===== config.mk =====
export PLATFORM = sky130hd
export DESIGN_NAME = session_sequencer_flat
export DESIGN_NICKNAME = d
export VERILOG_FILES = /design/src/rtl/session_pkg.sv /design/src/rtl/session_sequencer_if.sv /design/src/rtl/session_sequencer_bcd_countdown.sv /design/src/rtl/session_sequencer.sv /design/src/flat_wrapper.sv
export SDC_FILE = /design/constraint.sdc
export NUM_CORES = 1
export LEC_CHECK = 0
export ABC_CLOCK_PERIOD_IN_PS = 2200
export BUFFER_PORTS_ARGS = -buffer_cell sky130_fd_sc_hd__buf_2
export CAP_MARGIN = 20
export CORE_MARGIN = 2
export CORE_UTILIZATION = 50
export DETAILED_ROUTE_END_ITERATION = 8
export HOLD_SLACK_MARGIN = 0.05
export PLACE_DENSITY = 0.83
export SYNTH_ARGS = -nofsm -noshare
export SYNTH_HDL_FRONTEND = slang
export SYNTH_SLANG_ARGS = --single-unit

===== constraint.sdc =====
create_clock -name slow_clock -period 2.2 [get_ports slow_clock]
set_input_delay 0.44 -clock slow_clock [delete_from_list [all_inputs] [get_ports slow_clock]]
set_output_delay 0.44 -clock slow_clock [all_outputs]
set_load 0.02 [all_outputs]

===== src/rtl/session_pkg.sv =====
// Shared types and helpers for the treadmill session sequencer.
// State encoding, phase codes, mm:ss BCD payload and the seconds-to-BCD converter.
package session_pkg;

   localparam int unsigned DIGIT_W = 4;
   localparam int unsigned PHASE_W = 2;
   localparam int unsigned SPD_W   = 4;
   localparam int unsigned MIN_SEC = 1;
   localparam int unsigned MAX_SEC = 3599;

   typedef enum logic [2:0] {
      ST_IDLE   = 3'd0,
      ST_WARMUP = 3'd1,
      ST_RUN    = 3'd2,
      ST_COOL   = 3'd3,
      ST_PAUSED = 3'd4,
      ST_DONE   = 3'd5
   } state_e;

   localparam logic [PHASE_W-1:0] PH_IDLE   = 2'd0;
   localparam logic [PHASE_W-1:0] PH_WARMUP = 2'd1;
   localparam logic [PHASE_W-1:0] PH_RUN    = 2'd2;
   localparam logic [PHASE_W-1:0] PH_COOL   = 2'd3;

   // min1/sec1 are the tens digits
   typedef struct packed {
      logic [DIGIT_W-1:0] min1;
      logic [DIGIT_W-1:0] min2;
      logic [DIGIT_W-1:0] sec1;
      logic [DIGIT_W-1:0] sec2;
   } bcd_time_t;

   function automatic bcd_time_t sec_to_bcd(input int unsigned secs);
      int unsigned mins;
      int unsigned rem_s;
      bcd_time_t   t;
      mins   = secs / 60;
      rem_s  = secs % 60;
      t.min1 = DIGIT_W'(mins / 10);
      t.min2 = DIGIT_W'(mins % 10);
      t.sec1 = DIGIT_W'(rem_s / 10);
      t.sec2 = DIGIT_W'(rem_s % 10);
      return t;
   endfunction

   function automatic logic [PHASE_W-1:0] phase_of(input state_e st);
      logic [PHASE_W-1:0] ph;
      ph = PH_IDLE;
      case (st)
         ST_WARMUP: ph = PH_WARMUP;
         ST_RUN:    ph = PH_RUN;
         ST_COOL:   ph = PH_COOL;
         default:   ph = PH_IDLE;
      endcase
      return ph;
   endfunction

endpackage


===== src/rtl/session_sequencer_if.sv =====
// Front-panel / timer / motor signal bundle of the session sequencer.
// Optional: SESSION_SAFETY_KEY_EN adds the safety_ok clip input.
interface session_sequencer_if;
   import session_pkg::*;

`ifdef SESSION_SAFETY_KEY_EN
   logic               safety_ok;
`endif
   logic               sec_tick;
   logic               start_btn;
   logic               pause_btn;
   logic               stop_btn;
   logic               timer_en;
   logic               timer_clr;
   logic [PHASE_W-1:0] phase;
   logic [SPD_W-1:0]   speed_level;
   logic [DIGIT_W-1:0] rem_min1;
   logic [DIGIT_W-1:0] rem_min2;
   logic [DIGIT_W-1:0] rem_sec1;
   logic [DIGIT_W-1:0] rem_sec2;
   logic               paused;
   logic               done;

   modport master (
`ifdef SESSION_SAFETY_KEY_EN
      output safety_ok,
`endif
      output sec_tick, start_btn, pause_btn, stop_btn,
      input  timer_en, timer_clr, phase, speed_level,
      input  rem_min1, rem_min2, rem_sec1, rem_sec2, paused, done
   );

   modport slave (
`ifdef SESSION_SAFETY_KEY_EN
      input  safety_ok,
`endif
      input  sec_tick, start_btn, pause_btn, stop_btn,
      output timer_en, timer_clr, phase, speed_level,
      output rem_min1, rem_min2, rem_sec1, rem_sec2, paused, done
   );

endinterface


===== src/rtl/session_sequencer_bcd_countdown.sv =====
// Four-digit mm:ss BCD down-counter with synchronous load and an is-00:01 flag.
module bcd_countdown
   import session_pkg::*;
(
   input  logic      clk,
   input  logic      rst_n,
   input  logic      load,
   input  bcd_time_t load_val,
   input  logic      dec,
   output bcd_time_t cnt,
   output logic      is_one_c
);

   bcd_time_t cnt_q, cnt_d;

   // Borrow ripples sec2 -> sec1 (mod 6) -> min2 -> min1
   always_comb begin
      cnt_d = cnt_q;
      if (load) begin
         cnt_d = load_val;
      end else if (dec) begin
         if (cnt_q.sec2 != '0) begin
            cnt_d.sec2 = cnt_q.sec2 - DIGIT_W'(1);
         end else begin
            cnt_d.sec2 = DIGIT_W'(9);
            if (cnt_q.sec1 != '0) begin
               cnt_d.sec1 = cnt_q.sec1 - DIGIT_W'(1);
            end else begin
               cnt_d.sec1 = DIGIT_W'(5);
               if (cnt_q.min2 != '0) begin
                  cnt_d.min2 = cnt_q.min2 - DIGIT_W'(1);
               end else begin
                  cnt_d.min2 = DIGIT_W'(9);
                  cnt_d.min1 = cnt_q.min1 - DIGIT_W'(1);
               end
            end
         end
      end
   end

   always_ff @(posedge clk or negedge rst_n) begin
      if (!rst_n) cnt_q <= '0;
      else        cnt_q <= cnt_d;
   end

   assign cnt      = cnt_q;
   assign is_one_c = (cnt_q.min1 == '0) && (cnt_q.min2 == '0) &&
                     (cnt_q.sec1 == '0) && (cnt_q.sec2 == DIGIT_W'(1));

endmodule


===== src/rtl/session_sequencer.sv =====
// Treadmill session sequencer: warm-up -> run -> cool-down with pause/stop and BCD countdown.
// Optional: SESSION_SAFETY_KEY_EN adds the safety_ok clip input and its forced abort.
module session_sequencer
   import session_pkg::*;
#(
   parameter int unsigned WARMUP_SEC = 120,
   parameter int unsigned RUN_SEC    = 600,
   parameter int unsigned COOL_SEC   = 120,
   parameter int unsigned WARMUP_SPD = 3,
   parameter int unsigned RUN_SPD    = 8,
   parameter int unsigned COOL_SPD   = 2
) (
   input logic            slow_clock,
   input logic            reset,
   session_sequencer_if.slave bus
);

   if (WARMUP_SEC < MIN_SEC || WARMUP_SEC > MAX_SEC) begin : g_bad_warmup
      $fatal(1, "session_sequencer: WARMUP_SEC out of range 1..3599");
   end
   if (RUN_SEC < MIN_SEC || RUN_SEC > MAX_SEC) begin : g_bad_run
      $fatal(1, "session_sequencer: RUN_SEC out of range 1..3599");
   end
   if (COOL_SEC < MIN_SEC || COOL_SEC > MAX_SEC) begin : g_bad_cool
      $fatal(1, "session_sequencer: COOL_SEC out of range 1..3599");
   end

   localparam bcd_time_t        WARMUP_LOAD = sec_to_bcd(WARMUP_SEC);
   localparam bcd_time_t        RUN_LOAD    = sec_to_bcd(RUN_SEC);
   localparam bcd_time_t        COOL_LOAD   = sec_to_bcd(COOL_SEC);
   localparam logic [SPD_W-1:0] WARMUP_LVL  = SPD_W'(WARMUP_SPD);
   localparam logic [SPD_W-1:0] RUN_LVL     = SPD_W'(RUN_SPD);
   localparam logic [SPD_W-1:0] COOL_LVL    = SPD_W'(COOL_SPD);

   state_e             state_q, state_d;
   state_e             saved_q, saved_d;
   logic               timer_en_q, timer_en_d;
   logic               timer_clr_q, timer_clr_d;
   logic               paused_q, paused_d;
   logic               done_q, done_d;
   logic [PHASE_W-1:0] phase_q, phase_d;
   logic [SPD_W-1:0]   speed_q, speed_d;

   logic      cnt_load;
   logic      cnt_dec;
   bcd_time_t cnt_val;
   bcd_time_t rem;
   logic      is_one_c;

   logic active;
   logic abort;
   logic start_ok;

   assign active = (state_q == ST_WARMUP) || (state_q == ST_RUN) || (state_q == ST_COOL);

`ifdef SESSION_SAFETY_KEY_EN
   // A detached clip aborts any session in progress, ahead of stop
   assign abort    = (!bus.safety_ok && (active || state_q == ST_PAUSED)) ||
                     (bus.stop_btn && state_q != ST_IDLE);
   assign start_ok = bus.start_btn && bus.safety_ok;
`else
   assign abort    = bus.stop_btn && (state_q != ST_IDLE);
   assign start_ok = bus.start_btn;
`endif

   bcd_countdown u_countdown (
      .clk      (slow_clock),
      .rst_n    (reset),
      .load     (cnt_load),
      .load_val (cnt_val),
      .dec      (cnt_dec),
      .cnt      (rem),
      .is_one_c (is_one_c)
   );

   always_ff @(posedge slow_clock or negedge reset) begin
      if (!reset) begin
         state_q     <= ST_IDLE;
         saved_q     <= ST_IDLE;
         timer_en_q  <= 1'b0;
         timer_clr_q <= 1'b0;
         paused_q    <= 1'b0;
         done_q      <= 1'b0;
         phase_q     <= PH_IDLE;
         speed_q     <= '0;
      end else begin
         state_q     <= state_d;
         saved_q     <= saved_d;
         timer_en_q  <= timer_en_d;
         timer_clr_q <= timer_clr_d;
         paused_q    <= paused_d;
         done_q      <= done_d;
         phase_q     <= phase_d;
         speed_q     <= speed_d;
      end
   end

   // Next state and countdown control; priority abort > pause > start > tick
   always_comb begin
      state_d     = state_q;
      saved_d     = saved_q;
      timer_clr_d = 1'b0;
      cnt_load    = 1'b0;
      cnt_val     = '0;
      cnt_dec     = 1'b0;
      if (abort) begin
         state_d     = ST_IDLE;
         timer_clr_d = 1'b1;
         cnt_load    = 1'b1;
      end else if (bus.pause_btn && active) begin
         saved_d = state_q;
         state_d = ST_PAUSED;
      end else if (start_ok && (state_q == ST_IDLE || state_q == ST_DONE)) begin
         state_d     = ST_WARMUP;
         timer_clr_d = 1'b1;
         cnt_load    = 1'b1;
         cnt_val     = WARMUP_LOAD;
      end else if (bus.start_btn && state_q == ST_PAUSED) begin
         state_d = saved_q;
      end else if (bus.sec_tick && active) begin
         if (is_one_c) begin
            cnt_load = 1'b1;
            case (state_q)
               ST_WARMUP: begin
                  state_d = ST_RUN;
                  cnt_val = RUN_LOAD;
               end
               ST_RUN: begin
                  state_d = ST_COOL;
                  cnt_val = COOL_LOAD;
               end
               default: state_d = ST_DONE;
            endcase
         end else begin
            cnt_dec = 1'b1;
         end
      end
   end

   // Registered outputs are decoded from the upcoming state
   always_comb begin
      timer_en_d = 1'b0;
      paused_d   = 1'b0;
      done_d     = 1'b0;
      phase_d    = PH_IDLE;
      speed_d    = '0;
      case (state_d)
         ST_WARMUP: begin
            timer_en_d = 1'b1;
            phase_d    = PH_WARMUP;
            speed_d    = WARMUP_LVL;
         end
         ST_RUN: begin
            timer_en_d = 1'b1;
            phase_d    = PH_RUN;
            speed_d    = RUN_LVL;
         end
         ST_COOL: begin
            timer_en_d = 1'b1;
            phase_d    = PH_COOL;
            speed_d    = COOL_LVL;
         end
         ST_PAUSED: begin
            paused_d = 1'b1;
            phase_d  = phase_of(saved_d);
         end
         ST_DONE: done_d = 1'b1;
         default: ;
      endcase
   end

   assign bus.timer_en    = timer_en_q;
   assign bus.timer_clr   = timer_clr_q;
   assign bus.paused      = paused_q;
   assign bus.done        = done_q;
   assign bus.phase       = phase_q;
   assign bus.speed_level = speed_q;
   assign bus.rem_min1    = rem.min1;
   assign bus.rem_min2    = rem.min2;
   assign bus.rem_sec1    = rem.sec1;
   assign bus.rem_sec2    = rem.sec2;

endmodule


===== src/flat_wrapper.sv =====
// flat-port wrapper written by rule: the top's interface ports become plain ports
module session_sequencer_flat import session_pkg::*;
#(
   parameter int unsigned WARMUP_SEC = 120,
   parameter int unsigned RUN_SEC    = 600,
   parameter int unsigned COOL_SEC   = 120,
   parameter int unsigned WARMUP_SPD = 3,
   parameter int unsigned RUN_SPD    = 8,
   parameter int unsigned COOL_SPD   = 2
)
  (slow_clock, reset, bus_sec_tick, bus_start_btn, bus_pause_btn, bus_stop_btn, bus_timer_en, bus_timer_clr, bus_phase, bus_speed_level, bus_rem_min1, bus_rem_min2, bus_rem_sec1, bus_rem_sec2, bus_paused, bus_done);
  session_sequencer_if bus_i ();
  input logic slow_clock;
  input logic reset;
  input wire logic [$bits(bus_i.sec_tick)-1:0] bus_sec_tick;
  input wire logic [$bits(bus_i.start_btn)-1:0] bus_start_btn;
  input wire logic [$bits(bus_i.pause_btn)-1:0] bus_pause_btn;
  input wire logic [$bits(bus_i.stop_btn)-1:0] bus_stop_btn;
  output wire logic [$bits(bus_i.timer_en)-1:0] bus_timer_en;
  output wire logic [$bits(bus_i.timer_clr)-1:0] bus_timer_clr;
  output wire logic [$bits(bus_i.phase)-1:0] bus_phase;
  output wire logic [$bits(bus_i.speed_level)-1:0] bus_speed_level;
  output wire logic [$bits(bus_i.rem_min1)-1:0] bus_rem_min1;
  output wire logic [$bits(bus_i.rem_min2)-1:0] bus_rem_min2;
  output wire logic [$bits(bus_i.rem_sec1)-1:0] bus_rem_sec1;
  output wire logic [$bits(bus_i.rem_sec2)-1:0] bus_rem_sec2;
  output wire logic [$bits(bus_i.paused)-1:0] bus_paused;
  output wire logic [$bits(bus_i.done)-1:0] bus_done;
  assign bus_i.sec_tick = bus_sec_tick;
  assign bus_i.start_btn = bus_start_btn;
  assign bus_i.pause_btn = bus_pause_btn;
  assign bus_i.stop_btn = bus_stop_btn;
  assign bus_timer_en = bus_i.timer_en;
  assign bus_timer_clr = bus_i.timer_clr;
  assign bus_phase = bus_i.phase;
  assign bus_speed_level = bus_i.speed_level;
  assign bus_rem_min1 = bus_i.rem_min1;
  assign bus_rem_min2 = bus_i.rem_min2;
  assign bus_rem_sec1 = bus_i.rem_sec1;
  assign bus_rem_sec2 = bus_i.rem_sec2;
  assign bus_paused = bus_i.paused;
  assign bus_done = bus_i.done;
  session_sequencer #(.WARMUP_SEC(WARMUP_SEC), .RUN_SEC(RUN_SEC), .COOL_SEC(COOL_SEC), .WARMUP_SPD(WARMUP_SPD), .RUN_SPD(RUN_SPD), .COOL_SPD(COOL_SPD)) u_core (.slow_clock(slow_clock), .reset(reset), .bus(bus_i));
endmodule

==> results.py <==
metrics = {
    "outcome": {
        "outcome": "finished, violations left",
        "violations": "negative setup slack",
    },
    "detailed_routing": {
        "vias": 1954,
        "drc": 0,
        "ant_nets": 0,
        "drt-pass1-iter-count": 5,
        "finalWirelength_mm": 5.78,
        "wl_per_cell_microns": 18.1,
        "drt-initial-drc-count": 290,
        "via_per_inst": 6.13,
    },
    "layout": {
        "layout_common_cells": "45 x buf_4, 30 x buf_2, 28 x dfrtp_1",
        "multi_input_area_sq_um": 1140,
        "instances_no_fill": 319,
        "diodes": 0,
        "final_common_cell": "buf_4",
        "final_cell_area_sq_um": 2720,
        "area.growth.synth_to_final_pct": 52.0,
        "drive_gt1_share_pct": 52.7,
        "fillCellCount": 187,
        "seq_area_sq_um": 779,
        "final_nets": 282,
    },
    "critical_path": {
        "critPathSlowestCell": "or4bb_4",
        "critPathBufInv": 4,
        "crit_family": "simple AND/OR/NAND/NOR gates",
        "crit_path_start_kind": "flip-flop",
        "crit_path_frequent_cell": "buf_4",
        "end_kind": "flip-flop",
        "arrival_ns": 2.80,
        "path_class": "flip-flop to flip-flop",
        "critPathMaxFanout": 4,
        "cp_cell_sequence": "inv_1, ha_1, or4bb_4, buf_4, nor4_2, buf_4, buf_4, nand2_1, a32o_2, and2_4",
        "required_ns": 2.45,
        "slowest_delay_ns": 0.50,
    },
    "timing": {
        "worst_clock_skew_ns": 0.0237,
        "final.period_utilization_pct": 116,
        "grt_setup_unrepaired": "yes",
        "worst_slack_ns": -0.347,
        "relSlewSlack_pct": 48.1,
        "fmax_mhz": 393,
        "hold_viol": 0,
        "final.setup.tns_ns": -5.98,
        "worstMarginPinSlew_ns": 0.776,
        "timing.hold.ws_ns": 0.114,
        "setup_viol": 27,
        "drv_slew": 0,
        "period_minus_slack_ns": 2.55,
    },
    "synthesis": {
        "synthMuxAreaShare_pct": 0,
        "synth_edf_count": 0,
        "yosysSeqAreaShare_pct": 43.4,
        "async_flop_share_pct": 100,
        "ys_ff_latch": 31,
        "synthAdderAreaFrac_pct": 2.80,
        "ys.flop_type": "dfrtp_1",
        "synth-simple-area-share_pct": 24.3,
        "synthXorXnorAreaFrac_pct": 0.490,
        "syn_area_per_cell_sq_um": 9.22,
        "synth_top_family_by_area": "simple AND/OR/NAND/NOR gates",
        "synth_cell_type_count": 54,
        "synth_nets": 204,
        "synth.cell_area_sq_um": 1790,
        "synth_compound_area_share_pct": 21.3,
        "synth_warnings": 0,
        "syn_inst": 194,
    },
    "clock_network": {
        "cts_max_level": 2,
        "cts-root-buf": "clkbuf_4",
        "cts.sinks": 31,
        "clk_pin_slew_ns": 0.12,
        "insertion_delay_ns": 0.35,
        "clockBufferDepth": 2,
        "cts_buffers": 5,
        "cts_tree": "built",
    },
    "floorplan": {
        "coreArea_sq_um": 3390,
        "die_w_microns": 63.8,
        "start_util_pct": 52.8,
        "num_rows": 21,
        "ios": 32,
        "die-area_sq_um": 4070,
        "die_h_microns": 63.8,
    },
    "placed_design": {
        "io_buffers": 30,
        "place_area_sq_um": 2290,
        "dp_hpwl_mm": 3.24,
        "placed_cells": 302,
        "gp_congestion": 0.908,
    },
    "pwr": {
        "switching_power_mw": 1.59,
        "p_sw_share_pct": 45.1,
        "p_leak_nw": 1.31,
        "p_comb_share_pct": 63.5,
        "power.internal_mw": 1.94,
        "pwr-share-clk_pct": 13.0,
        "power_density_nw_per_um2": 1300,
        "seqPwrFrac_pct": 23.5,
        "peakVddDrop_uv": 741,
    },
    "global_routing": {
        "grt_pass1_vias": 1835,
        "track_usage_pct": 26.8,
        "grt_antenna_before_repair": 0,
        "grt_pass1_wl_mm": 8.49,
        "overflow": 0,
        "grt_start_max_net_pins": 32,
    },
    "hold_path": {
        "holdCritPathClass": "primary input to async pin",
    },
    "job": {
        "maxCapViolCount": 0,
    },
}
## worst register-to-register path, delay by kind of cell (launching register included)
| family | cells | cell delay [ns] |
|---|---|---|
| simple gates | 4 | 0.99 |
| flops | 1 | 0.41 |
| fa+ha+maj | 1 | 0.18 |
| buf+inv | 4 | 0.55 |
| compound gates | 1 | 0.33 |
## path summary, 6_finish.rpt
check	start	to	slack [ns]	cells after the start
max	u_core.u_countdown.cnt[12]	u_core.bus.timer_en	-0.35	10
min	reset	u_core.bus.speed_level[0]	0.11	1
max reg2reg	u_core.u_countdown.cnt[12]	u_core.bus.timer_en	-0.35	10
min reg2reg	u_core.saved_q[2]	u_core.saved_q[2]	0.56	2
max in group asynchronous	reset	u_core.u_countdown.cnt[12]	1.58	1
min in group slow_clock	bus_stop_btn	u_core.bus.timer_clr	0.50	3
## sequential cells by signal, indices dropped and copies added (netlist names)
register,flops
u_core.bus.done,1
u_core.bus.paused,1
u_core.saved_q,3
u_core.bus.timer_en,1
u_core.u_countdown.cnt,16
u_core.bus.timer_clr,1
u_core.bus.phase,2
u_core.bus.speed_level,3
u_core.state_q,3
## layout make-up
type,count,area share [%]
well taps,46,2.12
repair buffers,82,21.5
clock buffers,5,1.38
multi-input cells,131,41.9
flip-flops and latches,31,28.7
clock inverters,3,1.61
inverters,21,2.90
## per-layer routing
layer / wire length (microns) / track usage [%] / vias up
met5: 0 / 0 / -
met4: 233 / 11.7 / 0
met3: 383 / 5.81 / 38
met2: 2910 / 43.8 / 120
met1: 2260 / 34.0 / 935
li1: - / - / 861
## power by group through the flow
stage	combinational [mW]	sequential, mW	clock [mW]
2_1_floorplan	0.801	0.977	0
3_3_place_gp	1.61	0.818	0
3_5_place_dp	1.66	0.823	0
4_1_cts	1.84	0.817	0.459
5_1_grt	2.39	0.845	0.497
6_report	2.24	0.831	0.460
## kinds of logic (layout without fill, tap and decap cells)
family,Yosys count,in the layout
other cells,1,1
xor+xnor,1,1
buf+inv,32,111
fa+ha+maj,4,4
compound gates,53,53
flops,31,31
simple gates,72,72
## repair_timing
| item | 4_1_cts | 5_1_grt |
|---|---|---|
| hold buffers | 0 | 0 |
| resized for setup | 30 | 35 |
| pin swaps | 15 | 22 |
| buffers inserted | 2 | 7 |
| gates cloned | 1 | 0 |
| endpoints found under the setup margin | 27 | 27 |
## synthesized netlist by cell type (4+ instances only)
library cell,number,area share [%]
dfrtp_1,31,43
or3_1,7,2.4
nand2_1,11,2.3
nor3_1,4,1.1
nor3b_1,4,1.7
o21ai_0,9,2.5
nand2b_1,4,1.4
nor2_1,10,2.1
nor4_1,5,1.7
a21oi_1,12,3.4
inv_1,21,4.4
nor4b_1,4,2.0
ha_1,4,2.8
clkbuf_1,7,1.5
## metrics by stage
stage          power (mW)  utilization, %  setup WS [ns]
2_1_floorplan        1.78               -         -0.294
6_report             3.53            80.3         -0.347
5_1_grt              3.73            80.3         -0.446
3_3_place_gp         2.43            67.7         -0.239
4_1_cts              3.11            74.1         -0.242
3_5_place_dp         2.48            67.7         -0.308
No activity file was read; power rests on OpenSTA's default activity.
